## src/rtl/edge_evt_pkg.sv

```systemverilog
// Shared constants, event-type encoding and channel-index width helper
// used by the edge event arbiter and its per-channel detector.
package edge_evt_pkg;

  localparam int DEF_NCH = 4;
  localparam int DEF_TSW = 16;

  typedef enum logic {
    EVT_FALL = 1'b0,
    EVT_RISE = 1'b1
  } evt_type_e;

  function automatic int ch_w(input int n);
    return (n > 1) ? $clog2(n) : 1;
  endfunction

endpackage

```

## src/rtl/edge_sync_det.sv

```systemverilog
// One channel: two-flop synchronizer, history flop and rise/fall detection.
// Detection outputs are one-cycle pulses derived from registered state.
module edge_sync_det (
  input  logic clk,
  input  logic rst,
  input  logic sig_i,
  output logic rise_o,
  output logic fall_o
);

  logic meta_q;
  logic sync_q;
  logic hist_q;

  always_ff @(posedge clk or posedge rst) begin
    if (rst) begin
      meta_q <= 1'b0;
      sync_q <= 1'b0;
      hist_q <= 1'b0;
    end else begin
      meta_q <= sig_i;
      sync_q <= meta_q;
      hist_q <= sync_q;
    end
  end

  assign rise_o = sync_q & ~hist_q;
  assign fall_o = ~sync_q & hist_q;

endmodule

```

## src/rtl/edge_event_arbiter.sv

```systemverilog
// Per-channel edge capture with rise/fall pending bits, round-robin arbitration
// and a registered valid/ready output stage. EDGE_EVENT_ARBITER_TIMESTAMP_EN adds evt_ts.
module edge_event_arbiter
  import edge_evt_pkg::*;
#(
  parameter int NCH = DEF_NCH,
  parameter int TSW = DEF_TSW
) (
  input  logic                     clk,
  input  logic                     rst,
  input  logic [NCH-1:0]           sig_in,
  output logic                     evt_valid,
  input  logic                     evt_ready,
  output logic [$clog2(NCH)-1:0]   evt_ch,
  output logic                     evt_rise,
  output logic [NCH-1:0]           ovf,
`ifdef EDGE_EVENT_ARBITER_TIMESTAMP_EN
  output logic [TSW-1:0]           evt_ts,
`endif
  input  logic                     ovf_clr
);

  localparam int CHW = ch_w(NCH);

  logic [NCH-1:0] rise_det;
  logic [NCH-1:0] fall_det;

  logic [NCH-1:0] rp_q, rp_d;
  logic [NCH-1:0] fp_q, fp_d;
  logic [NCH-1:0] rfirst_q, rfirst_d;
  logic [NCH-1:0] ovf_q, ovf_d;
  logic [CHW-1:0] ptr_q, ptr_d;

  logic           vld_q, vld_d;
  logic [CHW-1:0] ch_q, ch_d;
  evt_type_e      type_q, type_d;

  logic           gnt_any;
  logic [CHW-1:0] gnt_ch;
  logic           gnt_rise;
  logic           load;
  logic           do_gnt;
  logic [NCH-1:0] gnt_oh;
  logic [NCH-1:0] gnt_r_vec, gnt_f_vec;
  logic [NCH-1:0] r_keep, f_keep;
  logic [NCH-1:0] new_r, new_f;
  int             idx;
  logic [CHW-1:0] sel;

  for (genvar c = 0; c < NCH; c++) begin : g_ch
    edge_sync_det u_det (
      .clk    (clk),
      .rst    (rst),
      .sig_i  (sig_in[c]),
      .rise_o (rise_det[c]),
      .fall_o (fall_det[c])
    );
  end

  // Round-robin search starting at ptr_q for the first channel with anything pending.
  always_comb begin
    gnt_any = 1'b0;
    gnt_ch  = '0;
    idx     = 0;
    sel     = '0;
    for (int i = 0; i < NCH; i++) begin
      idx = int'(ptr_q) + i;
      if (idx >= NCH) idx = idx - NCH;
      sel = CHW'(idx);
      if (!gnt_any && (rp_q[sel] || fp_q[sel])) begin
        gnt_any = 1'b1;
        gnt_ch  = sel;
      end
    end
  end

  // With both edges pending the order bit decides which one leaves first.
  assign gnt_rise = rp_q[gnt_ch] & (~fp_q[gnt_ch] | rfirst_q[gnt_ch]);
  assign load     = ~vld_q | evt_ready;
  assign do_gnt   = load & gnt_any;
  assign gnt_oh   = {{(NCH-1){1'b0}}, 1'b1} << gnt_ch;

  assign gnt_r_vec = (do_gnt &&  gnt_rise) ? gnt_oh : '0;
  assign gnt_f_vec = (do_gnt && !gnt_rise) ? gnt_oh : '0;

  assign r_keep = rp_q & ~gnt_r_vec;
  assign f_keep = fp_q & ~gnt_f_vec;
  assign new_r  = rise_det & ~r_keep;
  assign new_f  = fall_det & ~f_keep;

  // A fresh edge is dropped only when its bit stays occupied; a same-cycle grant frees it.
  assign rp_d     = r_keep | rise_det;
  assign fp_d     = f_keep | fall_det;
  assign ovf_d    = (ovf_q & {NCH{~ovf_clr}}) | (rise_det & r_keep) | (fall_det & f_keep);
  assign rfirst_d = (rfirst_q & ~(new_r & f_keep)) | (new_f & r_keep);

  always_comb begin
    ptr_d  = ptr_q;
    vld_d  = vld_q;
    ch_d   = ch_q;
    type_d = type_q;
    if (do_gnt) begin
      ptr_d = (gnt_ch == CHW'(NCH - 1)) ? '0 : gnt_ch + CHW'(1);
    end
    if (load) begin
      vld_d = gnt_any;
      if (gnt_any) begin
        ch_d   = gnt_ch;
        type_d = gnt_rise ? EVT_RISE : EVT_FALL;
      end
    end
  end

  always_ff @(posedge clk or posedge rst) begin
    if (rst) begin
      rp_q     <= '0;
      fp_q     <= '0;
      rfirst_q <= '0;
      ovf_q    <= '0;
      ptr_q    <= '0;
      vld_q    <= 1'b0;
      ch_q     <= '0;
      type_q   <= EVT_FALL;
    end else begin
      rp_q     <= rp_d;
      fp_q     <= fp_d;
      rfirst_q <= rfirst_d;
      ovf_q    <= ovf_d;
      ptr_q    <= ptr_d;
      vld_q    <= vld_d;
      ch_q     <= ch_d;
      type_q   <= type_d;
    end
  end

  assign evt_valid = vld_q;
  assign evt_ch    = ch_q;
  assign evt_rise  = (type_q == EVT_RISE);
  assign ovf       = ovf_q;

`ifdef EDGE_EVENT_ARBITER_TIMESTAMP_EN
  logic [TSW-1:0] ts_cnt_q;
  logic [TSW-1:0] ts_r_q [NCH];
  logic [TSW-1:0] ts_f_q [NCH];
  logic [TSW-1:0] ts_out_q;

  // Each pending bit remembers the counter value of the cycle it was set.
  always_ff @(posedge clk or posedge rst) begin
    if (rst) begin
      ts_cnt_q <= '0;
      ts_out_q <= '0;
      for (int c = 0; c < NCH; c++) begin
        ts_r_q[c] <= '0;
        ts_f_q[c] <= '0;
      end
    end else begin
      ts_cnt_q <= ts_cnt_q + TSW'(1);
      for (int c = 0; c < NCH; c++) begin
        if (new_r[c]) ts_r_q[c] <= ts_cnt_q;
        if (new_f[c]) ts_f_q[c] <= ts_cnt_q;
      end
      if (do_gnt) ts_out_q <= gnt_rise ? ts_r_q[gnt_ch] : ts_f_q[gnt_ch];
    end
  end

  assign evt_ts = ts_out_q;
`endif

endmodule
```

## config.mk

```make
export PLATFORM = sky130hd
export DESIGN_NAME = edge_event_arbiter
export DESIGN_NICKNAME = d
export VERILOG_FILES = /design/src/rtl/edge_evt_pkg.sv /design/src/rtl/edge_sync_det.sv /design/src/rtl/edge_event_arbiter.sv
export SDC_FILE = /design/constraint.sdc
export NUM_CORES = 1
export LEC_CHECK = 0
export BUFFER_PORTS_ARGS = -buffer_cell sky130_fd_sc_hd__clkbuf_2
export CORE_UTILIZATION = 62
export CTS_CLUSTER_DIAMETER = 60
export CTS_CLUSTER_SIZE = 12
export DETAILED_ROUTE_END_ITERATION = 10
export PLACE_DENSITY = 0.83
export SLEW_MARGIN = 15
export SYNTH_ARGS = -nofsm -noshare
export SYNTH_HDL_FRONTEND = slang
export SYNTH_HIERARCHICAL = 1
export SYNTH_SLANG_ARGS = --single-unit
```

## constraint.sdc

```tcl
create_clock -name clk -period 3.2 [get_ports clk]
set_clock_uncertainty 0.05 [all_clocks]
set_input_delay 0.48 -clock clk [delete_from_list [all_inputs] [get_ports clk]]
set_output_delay 0.48 -clock clk [all_outputs]
set_load 0.02 [all_outputs]
```

[Word level (Yosys, flattened, before mapping)]
Index checks and enable logic that the tools add are counted.
Cells by class
  magnitude comparators: 9
  mux-type cells: 38
  add/sub/neg operators: 8
  bitwise logic cells: 43
  shift-type cells: 1
  equal/unequal tests: 1
  reductions and logical operators: 14
Operators by type and width (count)
  $and A4 B4 Y4: 10
  $bmux W1 S2: 11
  $not A4 Y4: 5
  $or A4 B4 Y4: 5
  $mux W2: 9
  $mux W1: 16
  $lt A2 B3 Y1 const B: 5
  $not A1 Y1: 11
  $and A1 B1 Y1: 10
  $ge A3 B3 Y1 const B: 3
  $mux W4: 2
  $sub A2 B1 Y2 const B: 4
  $add A2 B2 Y3 const B: 2
  $logic_and A1 B1 Y1: 5
  $logic_not A1 Y1: 4
  $logic_or A1 B1 Y1: 4
  $shl A1 B2 Y4 const A: 1
  $add A2 B1 Y3 const B: 1
  $ge A2 B3 Y1 const B: 1
  $add A2 B1 Y2 const B: 1
  $eq A2 B2 Y1 const B: 1
  $or A1 B1 Y1: 2
  $reduce_and A2 Y1: 1
Word-level totals
  word-level logic and storage cells: 134
  bits in registers: 34

[Logic depth before layout (Yosys ltp)]
  word-level depth: 30
  mapped depth: 11
  depth with buffers taken out: 10

[By module]
The synthesis kept the hierarchy.
By module, submodules not included
  edge_event_arbiter: cells an instance 146, instances 1, sequential area each 550.5 µm², area an instance 1387.6 µm²
  edge_sync_det: cells an instance 6, instances 4, sequential area each 75.1 µm², area an instance 93.8 µm²

[Worst setup path after synthesis]
OpenSTA, ideal clock, no wires.
  path type: register to register
  start: reg rp_q[1]
  end: reg rfirst_q[2]
  data required time: 3015 ps
  library setup time: 135 ps
  period minus slack after synthesis: 2160 ps
  slack: 1040 ps
  arrival time: 1975 ps
  cell stages (with the launch flop): 11
  cell sequence: dfrtp_1 -> buf_6 -> nor4_1 -> a21oi_2 -> inv_1 -> ha_1 -> nand2_1 -> a21boi_0 -> nand2_1 -> o311ai_0 -> o21ai_1
On the way
  longest elaborated chain between the ends: 28
  elaborated cells on any way between the ends: 55
  those cells by class: shift: 1; mux: 24; bitwise: 17; reduce/logical: 13
Ends and longest elaborated chain
  from (decl): RTL line edge_event_arbiter.sv:28  | logic [NCH-1:0] rp_q, rp_d;
  from (signal assigned): RTL line edge_event_arbiter.sv:125  | rp_q <= rp_d;
  $bmux W1 S2: RTL line edge_event_arbiter.sv:70  | if (!gnt_any && (rp_q[sel] || fp_q[sel])) begin
  $mux W1 (not written as such): RTL line edge_event_arbiter.sv:70
  $logic_or A1 B1 Y1: RTL line edge_event_arbiter.sv:70
  $mux W1: RTL line edge_event_arbiter.sv:70
  $logic_not A1 Y1: RTL line edge_event_arbiter.sv:70
  $logic_and A1 B1 Y1: RTL line edge_event_arbiter.sv:70
  $mux W1: RTL line edge_event_arbiter.sv:70
  $logic_not A1 Y1: RTL line edge_event_arbiter.sv:70
  [... 5 more ...]
  named net gnt_ch[0]: RTL line edge_event_arbiter.sv:39  | logic [CHW-1:0] gnt_ch;
  [... 8 more ...]
  $and A4 B4 Y4: RTL line edge_event_arbiter.sv:86  | assign r_keep = rp_q & ~gnt_r_vec;
  $not A4 Y4: RTL line edge_event_arbiter.sv:88  | assign new_r = rise_det & ~r_keep;
  $and A4 B4 Y4: RTL line edge_event_arbiter.sv:88
  $and A4 B4 Y4: RTL line edge_event_arbiter.sv:95  | assign rfirst_d = (rfirst_q & ~(new_r & f_keep)) | (new_f & r_keep);
  $not A4 Y4: RTL line edge_event_arbiter.sv:95
  $and A4 B4 Y4: RTL line edge_event_arbiter.sv:95
  $or A4 B4 Y4 *: RTL line edge_event_arbiter.sv:95
  named net rfirst_d[2]: RTL line edge_event_arbiter.sv:30  | logic [NCH-1:0] rfirst_q, rfirst_d;
  to (signal assigned): RTL line edge_event_arbiter.sv:127  | rfirst_q <= rfirst_d;
  to (decl): RTL line edge_event_arbiter.sv:30
Mark *: on every way through the listed nets, which the timed path passes. The rest lies on a longest branch. The select of a mux whose other input is x is not followed.
A chain may end at the register's enable or synchronous reset.

[Worst setup path after layout]
Same ends and word-level chain as after synthesis.

==> flow_summary.yaml <==
worst_setup_path:
  arrival_ns: 2.80
  start_kind: "flip-flop"
  end_kind: "flip-flop"
  worstPathMaxFanout: 9
  crit_required_ns: 3.37
  path_class: "flip-flop to flip-flop"
sta:
  report.final.slew_viol_count: 0
  max_freq_mhz: 379
  slew-limit-headroom_pct: 44.4
  fin_tns_setup_ns: 0
  setup-violations-final: 0
  fin_worst_hold_slack_ns: 0.181
  rsz0062_at_grt: "false"
  final_hold_viol_count: 0
  min_period_ns: 2.64
  worstMarginPinSlew_ns: 0.833
  post-route-period-util_pct: 82.4
floorplanning:
  die_x_um: 55.3
  dieHeight_um: 55.3
  start_util_pct: 68.1
  num_rows: 18
  design.portCount: 16
  core_area_um2: 2590
  die-area_um2: 3060
outcome:
  status: "finished, final reports clean"
power:
  irDropWorstVdd_v: 0.000914
  powerDensity_nw_per_um2: 949
  leakagePower_nw: 0.880
global_route:
  use_met3_pct: 5.39
  grtUsageTotal_pct: 26.4
  gr-total-overflow: 0
  grt_pass1_wl_mm: 6.18
  grt_max_degree: 23
  grt_pass1_vias: 1319
  grt_use_met2_pct: 40.3
  top_usage_layer: "met2"
  met1_usage_pct: 34.9
  antenna_found_initial: 0
detailed_routing:
  vias_per_cell: 6.13
  detail_route.wirelength_mm: 3.59
  postRouteAntennaNets: 0
  drtIter0Drc: 57
  routedWlPerCell_um: 16.2
  firstDrtPassIters: 6
  drc: 0
  vias: 1355
finish:
  postLayoutCellArea_um2: 1940
  n_fill_cell: 176
  utilization_pct: 74.7
  seqCellArea_um2: 851
  antenna_cells: 0
  multi_input_area_um2: 812
  nets: 202
  final_layout_size_suffix_gt1_share_pct: 23.6
  stdcell_count: 221
  area_growth_pct: 9.79
placed_design:
  hpwlAfterDp_mm: 2.62
  placed_cells: 211
  numPortBuffers: 15
  place.gp.congestion: 0.873
  dpl-instance-area_um2: 1840
clocking:
  cts.sinks: 34
  cts_tree: "yes"
  cts_root_buf: "clkbuf_4"
  cts_resized: 0
  clock_path_buffers: 2
  postCtsHoldBufs: 1
  clkLatencyLatePin_ns: 0.34
  numCtsBuffers: 5
  cts_setup_buffers: 0
  clkTransAtPathRegs_ns: 0.10
  h-tree-depth: 2
yosys:
  synth_cells: 170
  ys_ff_latch: 34
  syn_area_per_cell_um2: 10.4
  synth-edff-count: 0
  synth_warnings: 6
  synth.distinct_cells: 48
  async_flop_share_pct: 100
  syn_nets: 182
  synth_ff_type: "dfrtp_1"
  netlist_area_um2: 1760
  ys_seq_area_share_pct: 48.3
worst_hold_path:
  min_path_type: "primary input to flip-flop"
job:
  drv_cap: 0
-- worst max-delay path, stage by stage (launching register included) --
cell      delay, ns
dfrtp_1        0.50
nor4_1         0.63
a21oi_2        0.20
inv_1          0.14
ha_1           0.18
nand2_1        0.05
a21boi_0       0.23
nand2_1        0.08
o311ai_0       0.32
o21ai_1        0.13
-- synthesized netlist by cell type (2+ instances only) --
library cell | count | area share [%]
a21o_1 | 5 | 2.1
a21oi_1 | 12 | 3.4
a22oi_1 | 2 | 0.85
a2bb2oi_1 | 2 | 0.99
a31oi_1 | 3 | 1.1
and2_1 | 3 | 1.1
and2b_2 | 4 | 2.0
buf_2 | 2 | 0.57
buf_6 | 3 | 1.9
dfrtp_1 | 34 | 48
ha_1 | 4 | 2.8
inv_1 | 15 | 3.2
mux2_2 | 2 | 1.3
nand2_1 | 15 | 3.2
nand2b_1 | 3 | 1.1
nor2_1 | 3 | 0.64
nor2_2 | 3 | 1.1
nor2b_1 | 7 | 2.5
nor3_1 | 2 | 0.57
o211ai_1 | 2 | 0.85
o21ai_0 | 8 | 2.3
o21bai_1 | 6 | 2.6
o221ai_1 | 3 | 1.5
o31ai_1 | 2 | 0.85
or2_2 | 2 | 0.71
-- report_power, final --
part / internal, mW / switching, mW / total, mW / leakage (nW)
sequential: 0.546 / 0.125 / 0.671 / 0.380
combinational: 0.334 / 0.521 / 0.855 / 0.461
clock: 0.165 / 0.147 / 0.312 / 0.0385
total: 1.05 / 0.792 / 1.84 / 0.880
-- flip-flops by register name (all words and copies together) (netlist names) --
name	count
ovf	4
rp_q	4
g_ch.u_det/sync_q	4
evt_rise	1
evt_ch	2
fp_q	4
g_ch.u_det/hist_q	4
rfirst_q	4
evt_valid	1
ptr_q	2
g_ch.u_det/meta_q	4
-- cell families after synthesis --
logic type / share of synthesized area, %
AOI/OAI and AO/OA: 26.8
adders and majority gates: 2.84
buffers and inverters: 5.68
DFF: 48.3
muxes: 2.13
and+or+nand+nor: 14.3
-- routing by layer --
layer	up-vias	routed length [um]
met4	0	141
met5	-	0
met3	18	118
met2	37	1720
li1	647	-
met1	653	1610
-- per-stage QoR --
stage               total power [mW]  setup slack (ns)
global placement                1.48             0.768
floorplan                       1.35              1.04
finish                          1.84             0.565
CTS                             1.83             0.589
detailed placement              1.51             0.605
global route                    1.97             0.380
-- final cells by class --
cell class	count	share of cell area, %
repair buffers	18	5.17
clock inverters	2	1.94
well taps	30	1.94
inverters	15	2.91
clock buffers	6	2.13
flip-flops and latches	34	44.0
multi-input cells	116	42.0
-- final timing paths --
path | depth (start not counted) | slack, ns | from | to
hold reg to reg | 0 | 0.32 | g_ch[0].u_det/meta_q | g_ch[0].u_det/sync_q
max in group asynchronous | 3 | 1.76 | rst | ptr_q[0]
hold / removal | 1 | 0.18 | sig_in[2] | g_ch[2].u_det/meta_q
setup reg to reg | 9 | 0.56 | rp_q[1] | rfirst_q[2]
min in group asynchronous | 3 | 0.52 | rst | g_ch[0].u_det/meta_q
setup / recovery | 9 | 0.56 | rp_q[1] | rfirst_q[2]
-- cell usage in the layout, fill, tap and decap left out, types with 2 or more instances in the layout --
master	synthesis	layout
mux2_2	2	2
o31ai_1	2	2
a21o_1	5	5
and2b_2	4	4
o21ai_0	8	8
o21bai_1	6	6
a21oi_1	12	12
ha_1	4	4
nand2b_1	3	3
a31oi_1	3	3
a22oi_1	2	2
and2_1	3	3
nand2_1	15	15
nor2_2	3	3
nor2b_1	7	7
nor3_1	2	2
o211ai_1	2	2
inv_1	15	15
nor2_1	3	3
clkbuf_4	0	6
o221ai_1	3	3
a2bb2oi_1	2	2
dfrtp_1	34	34
clkbuf_2	0	15
or2_2	2	2
No activity file was read; power rests on OpenSTA's default activity.
